`config.mk`:
```
export PLATFORM = sky130hd
export DESIGN_NAME = iicmb_wb_sequencer
export DESIGN_NICKNAME = d
export VERILOG_FILES = /design/src/rtl/iicmb_wb_sequencer.sv
export SDC_FILE = /design/constraint.sdc
export NUM_CORES = 1
export LEC_CHECK = 0
export ABC_AREA = 1
export CAP_MARGIN = 10
export CORE_ASPECT_RATIO = 2
export CORE_MARGIN = 1.5
export CORE_UTILIZATION = 35
export DETAILED_ROUTE_END_ITERATION = 6
export DONT_BUFFER_PORTS = 1
export HOLD_SLACK_MARGIN = 0.02
export PLACE_DENSITY_LB_ADDON = 0.3
export SLEW_MARGIN = 20
export SYNTH_ARGS = -nofsm -noshare
export SYNTH_HDL_FRONTEND = slang
export SYNTH_SLANG_ARGS = --single-unit
```
`constraint.sdc`:
```
create_clock -name clk_i -period 2.1 [get_ports clk_i]
set_input_delay 0.105 -clock clk_i [delete_from_list [all_inputs] [get_ports clk_i]]
set_output_delay 0.105 -clock clk_i [all_outputs]
set_load 0.02 [all_outputs]
```
`src/rtl/iicmb_wb_sequencer.sv`:
```
// iicmb_wb_sequencer
// Drives the IICMB I2C controller through its Wishbone slave port so that a
// requester can run a whole I2C transfer with one handshake.
//
// Ports
//   clk_i, rst_i            clock, synchronous active-high reset
//   cyc_o..dat_o, dat_i,    Wishbone master (single cycles, adr 0 CSR,
//   ack_i                   1 DPR, 2 CMDR)
//   irq_i                   IICMB command-complete interrupt
//   req_*                   transfer request (bus, addr, rd, len), valid/ready
//   wr_valid/ready/data     write-byte stream into the sequencer
//   rd_valid/rd_data        received-byte pulses
//   done/status             completion pulse, 00 OK 01 addr NAK 10 data NAK
//                           11 arbitration lost / error / irq timeout
module iicmb_wb_sequencer #(
  parameter int WB_ADDR_WIDTH  = 2,
  parameter int WB_DATA_WIDTH  = 8,
  parameter int I2C_ADDR_WIDTH = 7,
  parameter int LEN_WIDTH      = 8,
  parameter int IRQ_TIMEOUT    = 65535
) (
  input  logic                      clk_i,
  input  logic                      rst_i,
  output logic                      cyc_o,
  output logic                      stb_o,
  output logic                      we_o,
  output logic [WB_ADDR_WIDTH-1:0]  adr_o,
  output logic [WB_DATA_WIDTH-1:0]  dat_o,
  input  logic [WB_DATA_WIDTH-1:0]  dat_i,
  input  logic                      ack_i,
  input  logic                      irq_i,
  input  logic                      req_valid,
  output logic                      req_ready,
  input  logic [3:0]                req_bus,
  input  logic [I2C_ADDR_WIDTH-1:0] req_addr,
  input  logic                      req_rd,
  input  logic [LEN_WIDTH-1:0]      req_len,
  input  logic                      wr_valid,
  output logic                      wr_ready,
  input  logic [7:0]                wr_data,
  output logic                      rd_valid,
  output logic [7:0]                rd_data,
  output logic                      done,
  output logic [1:0]                status
);

  localparam logic [WB_ADDR_WIDTH-1:0] A_CSR  = WB_ADDR_WIDTH'(0);
  localparam logic [WB_ADDR_WIDTH-1:0] A_DPR  = WB_ADDR_WIDTH'(1);
  localparam logic [WB_ADDR_WIDTH-1:0] A_CMDR = WB_ADDR_WIDTH'(2);
  localparam logic [2:0] C_WR = 3'h1, C_RDA = 3'h2, C_RDN = 3'h3,
                         C_START = 3'h4, C_STOP = 3'h5, C_BUS = 3'h6;
  localparam int CW = $clog2(IRQ_TIMEOUT + 1);

  typedef enum logic [4:0] {
    S_INIT, S_IDLE, S_WB, S_BUS_D, S_BUS_C, S_START, S_ADDR_D, S_ADDR_C,
    S_WR_FETCH, S_WR_D, S_WR_C, S_RD_C, S_RD_D, S_RD_GOT, S_STOP,
    S_WAIT, S_EVAL, S_DONE
  } state_t;

  state_t                    r_state, r_ret;
  logic [3:0]                r_bus;
  logic [I2C_ADDR_WIDTH-1:0] r_addr;
  logic                      r_rd;
  logic [LEN_WIDTH-1:0]      r_left;
  logic [7:0]                r_byte;
  logic [1:0]                r_code;
  logic [2:0]                r_cmd;
  logic                      r_addr_ph;
  logic                      r_nak, r_fail;
  logic [CW-1:0]             r_cnt;

  // Wishbone op requested by the current state (one op per state).
  logic                     w_go, w_we;
  logic [WB_ADDR_WIDTH-1:0] w_adr;
  logic [WB_DATA_WIDTH-1:0] w_dat;
  state_t                   w_ret;

  always_comb begin
    w_go  = 1'b1;
    w_we  = 1'b1;
    w_adr = A_CMDR;
    w_dat = '0;
    w_ret = S_WAIT;
    case (r_state)
      S_INIT:   begin w_adr = A_CSR; w_dat = WB_DATA_WIDTH'(8'hC0); w_ret = S_IDLE; end
      S_BUS_D:  begin w_adr = A_DPR; w_dat = WB_DATA_WIDTH'(r_bus); w_ret = S_BUS_C; end
      S_BUS_C:  w_dat = WB_DATA_WIDTH'(C_BUS);
      S_START:  w_dat = WB_DATA_WIDTH'(C_START);
      S_ADDR_D: begin w_adr = A_DPR; w_dat = WB_DATA_WIDTH'({r_addr, r_rd}); w_ret = S_ADDR_C; end
      S_ADDR_C: w_dat = WB_DATA_WIDTH'(C_WR);
      S_WR_D:   begin w_adr = A_DPR; w_dat = WB_DATA_WIDTH'(r_byte); w_ret = S_WR_C; end
      S_WR_C:   w_dat = WB_DATA_WIDTH'(C_WR);
      // last byte is read with NAK so the slave releases the bus
      S_RD_C:   w_dat = WB_DATA_WIDTH'((r_left == LEN_WIDTH'(1)) ? C_RDN : C_RDA);
      S_RD_D:   begin w_we = 1'b0; w_adr = A_DPR; w_ret = S_RD_GOT; end
      S_STOP:   w_dat = WB_DATA_WIDTH'(C_STOP);
      // reading CMDR both clears irq and returns the completion flags
      S_WAIT:   begin w_go = irq_i; w_we = 1'b0; w_ret = S_EVAL; end
      default:  w_go = 1'b0;
    endcase
  end

  always_ff @(posedge clk_i) begin
    if (rst_i) begin
      r_state <= S_INIT; r_ret <= S_IDLE;
      cyc_o <= 1'b0; stb_o <= 1'b0; we_o <= 1'b0; adr_o <= '0; dat_o <= '0;
      req_ready <= 1'b0; wr_ready <= 1'b0; rd_valid <= 1'b0; rd_data <= '0;
      done <= 1'b0; status <= 2'b00;
      r_bus <= '0; r_addr <= '0; r_rd <= 1'b0; r_left <= '0; r_byte <= '0;
      r_code <= 2'b00; r_cmd <= '0; r_addr_ph <= 1'b0; r_nak <= 1'b0;
      r_fail <= 1'b0; r_cnt <= '0;
    end else begin
      rd_valid <= 1'b0;
      wr_ready <= 1'b0;
      done     <= 1'b0;
      if (r_cnt != '1) r_cnt <= r_cnt + CW'(1);
      if (w_go) begin
        cyc_o <= 1'b1; stb_o <= 1'b1; we_o <= w_we; adr_o <= w_adr; dat_o <= w_dat;
        r_ret <= w_ret; r_state <= S_WB;
        // the irq timeout runs from the moment a command is issued
        if (w_we && w_adr == A_CMDR) begin
          r_cnt <= '0;
          r_cmd <= w_dat[2:0];
          r_addr_ph <= (r_state == S_ADDR_C);
        end
      end else begin
        case (r_state)
          S_WB: if (ack_i) begin
            cyc_o <= 1'b0; stb_o <= 1'b0; we_o <= 1'b0; adr_o <= '0; dat_o <= '0;
            r_state <= r_ret;
            if (r_ret == S_EVAL) begin
              r_nak  <= dat_i[6];
              r_fail <= dat_i[5] | dat_i[4];
            end
            if (r_ret == S_RD_GOT) begin
              rd_valid <= 1'b1;
              rd_data  <= dat_i[7:0];
            end
          end
          S_IDLE: begin
            if (req_ready && req_valid) begin
              req_ready <= 1'b0;
              r_bus <= req_bus; r_addr <= req_addr; r_rd <= req_rd; r_left <= req_len;
              r_code <= 2'b00;
              r_state <= S_BUS_D;
            end else begin
              req_ready <= 1'b1;
            end
          end
          S_WAIT: if (r_cnt >= CW'(IRQ_TIMEOUT)) begin
            r_code <= 2'b11;
            r_state <= S_DONE;
          end
          S_EVAL: begin
            if (r_fail) begin
              r_code <= 2'b11;
              r_state <= S_DONE;
            end else begin
              case (r_cmd)
                C_BUS:   r_state <= S_START;
                C_START: r_state <= S_ADDR_D;
                C_WR: begin
                  if (r_addr_ph) begin
                    if (r_nak) begin r_code <= 2'b01; r_state <= S_STOP; end
                    else if (r_left == '0) r_state <= S_STOP;
                    else r_state <= r_rd ? S_RD_C : S_WR_FETCH;
                  end else if (r_nak) begin
                    r_code <= 2'b10; r_state <= S_STOP;
                  end else begin
                    r_left <= r_left - LEN_WIDTH'(1);
                    r_state <= (r_left == LEN_WIDTH'(1)) ? S_STOP : S_WR_FETCH;
                  end
                end
                // NAK after read/NAK is the normal end of a read
                C_RDA, C_RDN: r_state <= S_RD_D;
                default: r_state <= S_DONE;
              endcase
            end
          end
          S_WR_FETCH: if (wr_valid) begin
            wr_ready <= 1'b1;
            r_byte <= wr_data;
            r_state <= S_WR_D;
          end
          S_RD_GOT: begin
            r_left <= r_left - LEN_WIDTH'(1);
            r_state <= (r_left == LEN_WIDTH'(1)) ? S_STOP : S_RD_C;
          end
          S_DONE: begin
            done <= 1'b1;
            status <= r_code;
            r_state <= S_IDLE;
          end
          default: ;
        endcase
      end
    end
  end

endmodule
```
==> impl_metrics.py, run 1 <==
metrics = {
    "run_status": {
        "status": "completed",
    },
    "yosys": {
        "ys.flop_type": "dfxtp_1",
        "syn_nets": 680,
        "synthArstFlopShare_pct": 0,
        "synthDominantCellAreaShare_pct": 41.3,
        "synth_area_leaders": "dfxtp_1 41%, nor2_1 12%, nand2_1 11%",
        "synth_edf_count": 0,
        "yosysWarnings": 0,
        "synth_area_leader_cell": "dfxtp_1",
        "synth-seq-area-share_pct": 41.3,
        "ys_types": 34,
        "synth_area_um2": 4260,
        "ys_ff_latch": 88,
        "synth_area_per_cell_um2": 6.72,
        "syn_inst": 634,
    },
    "timing": {
        "drv_slew": 0,
        "hold_viol": 0,
        "setup_tns_ns": 0,
        "slew-limit-headroom_pct": 28.8,
        "period_share_pct": 91.8,
        "tightest_slew_ns": 1.06,
        "skew_ns": 0.00788,
        "fmax_mhz": 519,
        "period_minus_slack_ns": 1.93,
        "rsz0062_at_grt": "no",
        "setup_violations": 0,
    },
    "die": {
        "dieHeight_um": 159,
        "start_util_pct": 36.2,
        "core_um2": 11800,
        "rows": 56,
        "io_pins": 69,
        "die_x_um": 81.0,
        "dieArea_um2": 12900,
    },
    "clock_network": {
        "cts_setup_buffers": 0,
        "cts-root-buf": "clkbuf_16",
        "cts_sinks": 88,
        "htree_levels": 3,
        "worstSkewPairLatency_ns": 0.34,
        "ctsLongestPathBuffers": 2,
        "cts_buffers": 9,
        "path_clk_slew_ns": 0.07,
        "cts_tree": "done",
    },
    "pwr": {
        "power.density_nw_per_um2": 1040,
        "swShare_pct": 36.1,
        "seqPwrFrac_pct": 37.5,
        "p_leak_nw": 2.17,
        "p_int_mw": 3.46,
        "peakVddDrop_v": 0.000568,
        "switching_power_mw": 1.96,
        "clock_power_share_pct": 31.6,
        "combPwrFrac_pct": 30.9,
    },
    "routing": {
        "wl_per_cell_um": 15.7,
        "ant_nets": 0,
        "avgViaCountPerCell": 5.07,
        "wl_met2_mm": 7.59,
        "highest_layer": "met4",
        "first_pass_iters": 4,
        "routed_wl_mm": 13.2,
        "met1_length_mm": 4.37,
        "vias": 4247,
        "drtIter0Drc": 189,
        "drcViolationCount": 0,
        "wl_met3_um": 414,
    },
    "grt": {
        "overflow": 0,
        "grt_pass1_vias": 4392,
        "antenna_found_initial": 0,
        "grt_pass1_wl_mm": 21.4,
        "grt_max_degree": 27,
        "track_usage_pct": 21.9,
    },
    "setup_path": {
        "max_stage_delay_ns": 0.38,
        "slowest_stage": "dfxtp_2",
        "crit_path_start": "r_state[3]",
        "crit_family": "simple AND/OR/NAND/NOR gates",
        "r2r_start": "r_state[3]",
        "worst-r2r-setup-slack_ns": 0.17,
        "worstPathMaxFanout": 8,
        "crit_chain": "inv_1 -> nand2_1 -> nor2_1 -> nor2_1 -> nand3_1 -> nor2_4 -> inv_2 -> nor2_4 -> nand2_1 -> a21oi_1",
        "required_ns": 2.37,
        "cp_num_buf_inv": 2,
        "cp-end-kind": "register",
        "start_kind": "register",
        "cp_data_arrival_time_ns": 2.19,
        "crit_type": "reg2reg",
    },
    "placed_design": {
        "portBuffers": 0,
        "gp_congestion": 1.02,
        "dp_hpwl_mm": 10.4,
        "placed_area_um2": 4580,
    },
    "cells_and_area": {
        "fin_area_um2": 5220,
        "fin_nets": 734,
        "regArea_um2": 1770,
        "layout-drive-gt1-share_pct": 11.0,
        "fill_cells": 1227,
        "area_growth_syn_to_layout_pct": 22.5,
        "multi_input_area_um2": 2220,
        "diodes": 0,
    },
    "job": {
        "drv_cap": 0,
    },
    "min_path": {
        "worstHoldStart": "req_len[0]",
        "hold_class": "in2reg",
    },
}
[layout by cell type, fill, tap and decap left out, drive strengths merged]
master       count
xnor2            2
nand3           32
o22ai            2
or2              1
o2111ai          2
clkbuf           9
o2111a           1
ha               4
inv             64
dlygate4sd3     30
bufinv           2
nor3             9
o21ai           56
buf             26
nor3b            1
a21boi           1
a21oi           40
xor2             8
dfxtp           88
a211oi           1
clkinvlp         2
a221oi           3
a31oi            6
nand4           13
o21bai           1
o21a             2
clkinv           1
nor2           150
and3             2
nand2          133
[worst reg2reg max path, delay by kind of cell (launching register included)]
family                 cells  cell delay [ns]
and+or+nand+nor            7             1.15
buffers and inverters      2             0.22
AOI/OAI and AO/OA          1             0.12
DFF                        1             0.38
[cells by family after synthesis]
kind of cell | after synthesis | share of synthesized area, %
compound gates | 115 | 14.6
buf+inv | 76 | 6.99
fa+ha+maj | 4 | 1.17
flops | 88 | 41.3
xor+xnor | 10 | 2.05
simple gates | 341 | 33.8
[power by group through the flow]
| stage | registers, mW | clock network (mW) | logic, mW |
|---|---|---|---|
| 2_1_floorplan | 2.02 | 0 | 1.07 |
| 3_3_place_gp | 2.06 | 0 | 1.58 |
| 3_5_place_dp | 2.07 | 0 | 1.58 |
| 4_1_cts | 2.03 | 1.74 | 1.64 |
| 5_1_grt | 2.05 | 1.81 | 1.86 |
| 6_report | 2.03 | 1.71 | 1.68 |
[flip-flops by register name, indices dropped and copies added, names as in the netlist, 2 cells and up]
signal and count:
adr_o 2, dat_o 8, r_addr 7, r_bus 4, r_byte 8, r_cmd 3, r_cnt 16, r_code 2
r_left 8, r_ret 5, r_state 5, rd_data 8, status 2
[cell usage after synthesis (all sizes together), types with 2 or more instances]
cell type	n
xnor2	2
o21ai	56
buf	3
a21oi	40
o2111ai	2
inv	63
nor2	150
nand4	13
o21a	2
and3	2
a221oi	3
dfxtp	88
nand2	133
nor3	9
xor2	8
ha	4
clkbuf	10
o22ai	2
nand3	32
a31oi	6
[timing repair]
item	4_1_cts	5_1_grt
setup endpoints to repair	0	28
hold endpoints to repair	56	0
hold buffers	30	0
gates resized for setup	0	7
[worst paths after layout]
path	cells after the start	to
max	10	we_o
min	4	r_left[0]
max reg2reg	10	we_o
min reg2reg	2	r_byte[6]
[per-layer routing]
layer,vias up,GRT usage (%)
li1,2169,-
met1,1939,19.4
met4,0,13.2
met5,-,0
met2,95,42.7
met3,44,3.84
[final cells by class]
type | count | area share, %
Multi-Input combinational cell | 470 | 42.6
Clock buffer | 9 | 4.31
Tap cell | 145 | 3.48
Sequential cell | 88 | 33.8
Clock inverter | 6 | 1.77
Inverter | 63 | 4.53
Timing Repair Buffer | 56 | 9.49
[per-stage QoR]
stage	std cells	hold slack, ns	worst slack (ns)	utilization, %	total power, mW
CTS	837	0.0485	0.0610	44.1	5.41
finish	837	0.0508	0.172	44.3	5.43
global route	837	0.0641	0.00409	44.3	5.72
global placement	792	0.179	0.0758	38.9	3.64
floorplan	634	0.240	0.451	-	3.09
detailed placement	792	0.179	0.0756	38.9	3.65
No activity file was read; power rests on OpenSTA's default activity.
==> inputs of run 2 (changes only) <==
CORE_UTILIZATION = 30   (was 35)
SETUP_SLACK_MARGIN = 0.3   (was not set)
==> impl_metrics.py, run 2 (synthesis results as in run 1) <==
metrics = {
    "pwr": {
        "combPwrFrac_pct": 34.0,
        "power.density_nw_per_um2": 998,
        "p_int_mw": 3.32,
        "switching_power_mw": 2.09,
        "swShare_pct": 38.6,
        "seqPwrFrac_pct": 38.1,
        "p_leak_nw": 2.20,
        "peakVddDrop_v": 0.000480,
        "clock_power_share_pct": 27.9,
        "total_power_mw": 5.41,
    },
    "cells_and_area": {
        "stdcell_count": 883,
        "fin_nets": 735,
        "mostFrequentLayoutCells": "124 x nor2_1, 122 x nand2_1, 81 x dfxtp_1, 51 x inv_1, 51 x o21ai_0",
        "layout_commonest_cell": "nor2_1",
        "area_growth_syn_to_layout_pct": 27.3,
        "diodes": 0,
        "largest-register": "r_cnt",
        "largest_register_ffs": 16,
        "layout-drive-gt1-share_pct": 15.9,
    },
    "run_status": {
        "status": "completed",
    },
    "clock_network": {
        "htree_levels": 3,
        "ctsLongestPathBuffers": 2,
        "cts_sinks": 88,
        "worstSkewPairLatency_ns": 0.34,
        "path_clk_slew_ns": 0.06,
        "cts_tree": "done",
        "cts-root-buf": "clkbuf_16",
        "cts_buffers": 9,
    },
    "routing": {
        "routed_wl_mm": 13.6,
        "wl_per_cell_um": 15.4,
        "ant_nets": 0,
        "drcViolationCount": 0,
        "vias": 4355,
        "avgViaCountPerCell": 4.93,
        "first_pass_iters": 4,
        "drtIter0Drc": 261,
    },
    "timing": {
        "skew_ns": 0.00776,
        "period_share_pct": 84.2,
        "drv_slew": 0,
        "fmax_mhz": 566,
        "tightest_slew_ns": 1.09,
        "rsz0062_at_grt": "yes",
        "setup_tns_ns": 0,
        "period_minus_slack_ns": 1.77,
        "hold_viol": 0,
        "worst_slack_ns": 0.332,
        "holdWs_ns": 0.0440,
        "slew-limit-headroom_pct": 27.6,
        "setup_violations": 0,
    },
    "die": {
        "start_util_pct": 30.7,
        "io_pins": 69,
        "dieHeight_um": 172,
        "rows": 61,
        "core_um2": 13900,
        "die_x_um": 87.3,
        "dieArea_um2": 15000,
    },
    "setup_path": {
        "crit_type": "reg2reg",
        "slowest_stage": "dfxtp_4",
        "required_ns": 2.37,
        "worst-r2r-setup-slack_ns": 0.33,
        "worstPathMaxFanout": 7,
        "cp-end-kind": "register",
        "start_kind": "register",
        "cpMostUsedCell": "nand2_1",
        "crit_chain": "nand2_1 -> nor2_1 -> nand2_1 -> nand2_1 -> nor2_1 -> nand2_1 -> nand3_4 -> inv_2 -> nand3_1 -> a21oi_1",
        "cp_data_arrival_time_ns": 2.03,
        "max_stage_delay_ns": 0.40,
    },
    "grt": {
        "track_usage_pct": 18.4,
        "grt_max_degree": 35,
        "antenna_found_initial": 0,
        "grt_pass1_wl_mm": 21.0,
        "grt_pass1_vias": 4333,
        "overflow": 0,
    },
    "min_path": {
        "hold_class": "in2reg",
    },
    "placed_design": {
        "gp_congestion": 0.983,
        "dp_hpwl_mm": 10.4,
        "portBuffers": 0,
        "placedCellCount": 828,
        "dp_slack_ns": 0.0899,
    },
    "job": {
        "drv_cap": 0,
    },
}
==> run 2: stage by stage <==
step	area (µm²)	util, %
after floorplan	4260	-
after global placement	4570	32.9
after detailed placement	4570	32.9
after CTS	5240	37.7
final	5430	39.1
after global routing	5430	39.1
==> run 2: final cells by class <==
class	instances	area [µm²]
clock buffers	10	229
clock inverters	6	53.8
fillers	1510	8460
inverters	63	249
multi-input cells	471	2360
flip-flops and latches	88	1780
well taps	189	236
repair buffers	56	514
==> run 2: metal layers <==
| layer | up-vias | share of wire [%] | global-route usage (%) |
|---|---|---|---|
| met1 | 2020 | 34 | 16.3 |
| met4 | 0 | 7.0 | 12.2 |
| li1 | 2181 | - | - |
| met2 | 103 | 57 | 36.4 |
| met3 | 51 | 2.3 | 2.64 |
| met5 | - | 0 | 0 |
==> run 2: what timing repair did <==
action	in CTS	in global routing
setup endpoints to repair	52	52
setup buffers	2	6
hold endpoints to repair	56	0
hold buffers	30	0
pin swaps	2	6
cloned	0	1
gates resized for setup	17	46
==> run 2: path summary, 6_finish.rpt <==
path                                  from          to  depth (start not counted)
worst min register to register   r_byte[4]   r_byte[4]                          2
worst max-delay path            r_state[2]  r_state[0]                         10
worst min-delay path            req_len[6]   r_left[6]                          4
worst max register to register  r_state[2]  r_state[0]                         10
==> run 2: power groups by stage <==
stage	Clock [mW]	Sequential, mW	Combinational [mW]
2_1_floorplan	0	2.02	1.07
3_3_place_gp	0	2.06	1.48
3_5_place_dp	0	2.06	1.49
4_1_cts	1.55	2.03	1.67
5_1_grt	1.61	2.08	1.99
6_report	1.51	2.06	1.84
==> run 2: critical path, delay by kind of cell (launching register included) <==
| family | cells | cell delay, ns |
|---|---|---|
| and+or+nand+nor | 8 | 1.02 |
| DFF | 1 | 0.40 |
| AOI/OAI and AO/OA | 1 | 0.16 |
| buffers and inverters | 1 | 0.11 |
==> inputs of run 3 (changes only) <==
ABC_AREA = 0   (was 1)
clock period = 1.65 ns   (was 2.1 ns; I/O delays follow)
==> impl_metrics.py, run 3 <==
metrics = {
    "grt": {
        "antenna_found_initial": 0,
        "overflow": 0,
        "track_usage_pct": 20.1,
        "grt_pass1_vias": 4942,
        "grt_pass1_wl_mm": 25.3,
        "grt_max_degree": 71,
    },
    "timing": {
        "drv_slew": 0,
        "holdWs_ns": -0.209,
        "period_minus_slack_ns": 1.88,
        "hold_viol": 67,
        "setup_violations": 43,
        "rsz0062_at_grt": "yes",
        "period_share_pct": 114,
        "worst_slack_ns": -0.232,
        "skew_ns": 0.00659,
        "tightest_slew_ns": 0.489,
        "slew-limit-headroom_pct": 67.3,
        "fmax_mhz": 531,
    },
    "die": {
        "start_util_pct": 30.5,
        "dieArea_um2": 16200,
        "io_pins": 69,
        "core_um2": 15100,
        "dieHeight_um": 178,
        "die_x_um": 90.7,
        "rows": 64,
    },
    "clock_network": {
        "worstSkewPairLatency_ns": 0.35,
        "ctsLongestPathBuffers": 2,
        "cts-root-buf": "clkbuf_16",
        "cts_tree": "done",
        "cts_sinks": 88,
        "htree_levels": 3,
        "path_clk_slew_ns": 0.07,
        "cts_buffers": 9,
    },
    "setup_path": {
        "start_kind": "register",
        "required_ns": 1.92,
        "crit_family": "compound AO/OA/AOI/OAI gates",
        "worst-r2r-setup-slack_ns": -0.23,
        "cp_num_buf_inv": 0,
        "slowest_stage": "or4b_4",
        "cp-end-kind": "register",
        "crit_type": "reg2reg",
        "max_stage_delay_ns": 0.58,
        "worstPathMaxFanout": 5,
        "crit_chain": "or4b_4 -> o311ai_4 -> a21boi_4 -> a21oi_1 -> a211oi_1",
        "cp_data_arrival_time_ns": 2.15,
    },
    "routing": {
        "ant_nets": 0,
        "routed_wl_mm": 16.3,
        "drcViolationCount": 0,
        "avgViaCountPerCell": 5.44,
        "drtIter0Drc": 411,
        "wl_per_cell_um": 17.9,
        "first_pass_iters": 5,
        "vias": 4977,
    },
    "placed_design": {
        "dp_slack_ns": -0.311,
        "dp_hpwl_mm": 10.6,
        "gp_congestion": 0.928,
        "placed_area_um2": 5880,
        "portBuffers": 0,
    },
    "cells_and_area": {
        "mostFrequentLayoutCells": "129 x buf_4, 71 x dfxtp_1, 59 x nor2_1, 38 x buf_6, 25 x nand2_1",
        "fin_area_um2": 7640,
        "fill_cells": 1311,
        "regArea_um2": 1790,
        "largest-register": "r_cnt",
        "area_growth_syn_to_layout_pct": 65.7,
        "layout-drive-gt1-share_pct": 52.0,
        "fin_nets": 758,
        "layout_commonest_cell": "buf_4",
        "multi_input_area_um2": 3620,
        "largest_register_ffs": 16,
    },
    "yosys": {
        "synth_most_common_cell": "dfxtp_1",
        "synth_area_leaders": "dfxtp_1 38%, nor2_1 5.9%, mux2i_1 5.0%",
        "synth_simple_gate_area_share_pct": 26.5,
        "synthAdderAreaFrac_pct": 1.09,
        "synth_area_per_cell_um2": 8.34,
        "yosys.area_share.xor_xnor_pct": 2.47,
        "ys_types": 73,
        "synth_mux_area_share_pct": 5.48,
        "syn_nets": 599,
        "synthDominantCellAreaShare_pct": 38.2,
        "synth_area_um2": 4610,
        "syn_inst": 553,
        "synth-seq-area-share_pct": 38.2,
        "synth_area_leader_cell": "dfxtp_1",
        "synth_compound_area_share_pct": 21.2,
        "synthArstFlopShare_pct": 0,
        "synth_common_cells": "88 x dfxtp_1, 73 x nor2_1, 53 x nand2_1, 38 x a21oi_1, 26 x o21ai_0",
        "ys.flop_type": "dfxtp_1",
        "ys_ff_latch": 88,
        "synth_edf_count": 0,
        "synth_top_family_by_area": "simple AND/OR/NAND/NOR gates",
        "yosysWarnings": 0,
    },
    "pwr": {
        "p_leak_nw": 2.93,
        "peakVddDrop_v": 0.000670,
        "power.density_nw_per_um2": 1370,
    },
    "run_status": {
        "status": "complete, but fails checks",
        "violations": "negative hold slack, negative setup slack",
    },
    "job": {
        "drv_cap": 0,
    },
    "min_path": {
        "hold_class": "in2reg",
    },
}
-- run 3: cell types whose count changed after synthesis, moves of 13 or more --
cell and delta:
o21ai_0 -27, buf_2 +13, inv_1 -41, mux2i_1 +23, nand2_1 -77, a211oi_1 +13
nor2_1 -67
-- run 3: area by class of cell --
cell class | instances | share of cell area, %
Multi-Input combinational cell | 422 | 47.4
Sequential cell | 88 | 23.4
Timing Repair Buffer | 180 | 21.6
Tap cell | 198 | 3.24
Clock buffer | 10 | 3.00
Clock inverter | 5 | 0.737
Inverter | 11 | 0.540
Antenna cell | 1 | 0.0327
-- run 3: stage by stage --
stage | cells | setup TNS (ns) | power [mW] | util (%)
final | 915 | -4.63 | 10.5 | 50.5
after global routing | 914 | -8.36 | 11.0 | 50.5
after CTS | 902 | -3.87 | 9.92 | 47.6
after detailed placement | 840 | -9.96 | 6.63 | 38.9
after global placement | 840 | -7.90 | 6.61 | 38.9
after floorplan | 553 | -1.57 | 5.00 | -
-- run 3: kinds of logic after synthesis --
logic type | after synthesis
multiplexers | 25
buffers and inverters | 47
XOR/XNOR | 13
AND/OR/NAND/NOR | 238
AO/OA/AOI/OAI | 138
adder cells (fa/ha/maj) | 4
flip-flops | 88
-- run 3: where the power goes --
part	leakage (nW)	switching [mW]	internal, mW
sequential	0.721	0.319	2.36
clock	0.139	0.886	1.17
combinational	2.07	2.71	3.06
-- run 3: path summary, 6_finish.rpt --
check | start | end | cells past startpoint
worst min-delay path | rst_i | r_state[1] | 1
worst min register to register | r_addr[4] | r_addr[4] | 2
worst max register to register | r_cmd[1] | r_left[6] | 5
worst max-delay path | r_cmd[1] | r_left[6] | 5
-- run 3: metal layers --
layer	vias up	part of all wire [%]	track usage, %
met1	2435	40	23.2
met4	0	3.6	9.06
met5	-	0	0
met2	155	50	34.1
li1	2345	-	-
met3	42	5.9	6.05
-- run 3: worst reg2reg max path: stages (launching register included) --
cell,delay (ns)
dfxtp_2,0.32
or4b_4,0.58
o311ai_4,0.34
a21boi_4,0.33
a21oi_1,0.09
a211oi_1,0.16
-- run 3: repair_timing --
item / CTS / global route
pin swaps: 64 / 46
resized for setup: 166 / 74
setup endpoints to repair: 88 / 88
endpoints found under the hold margin: 88 / 80
gates cloned: 5 / 0
setup buffers: 42 / 12
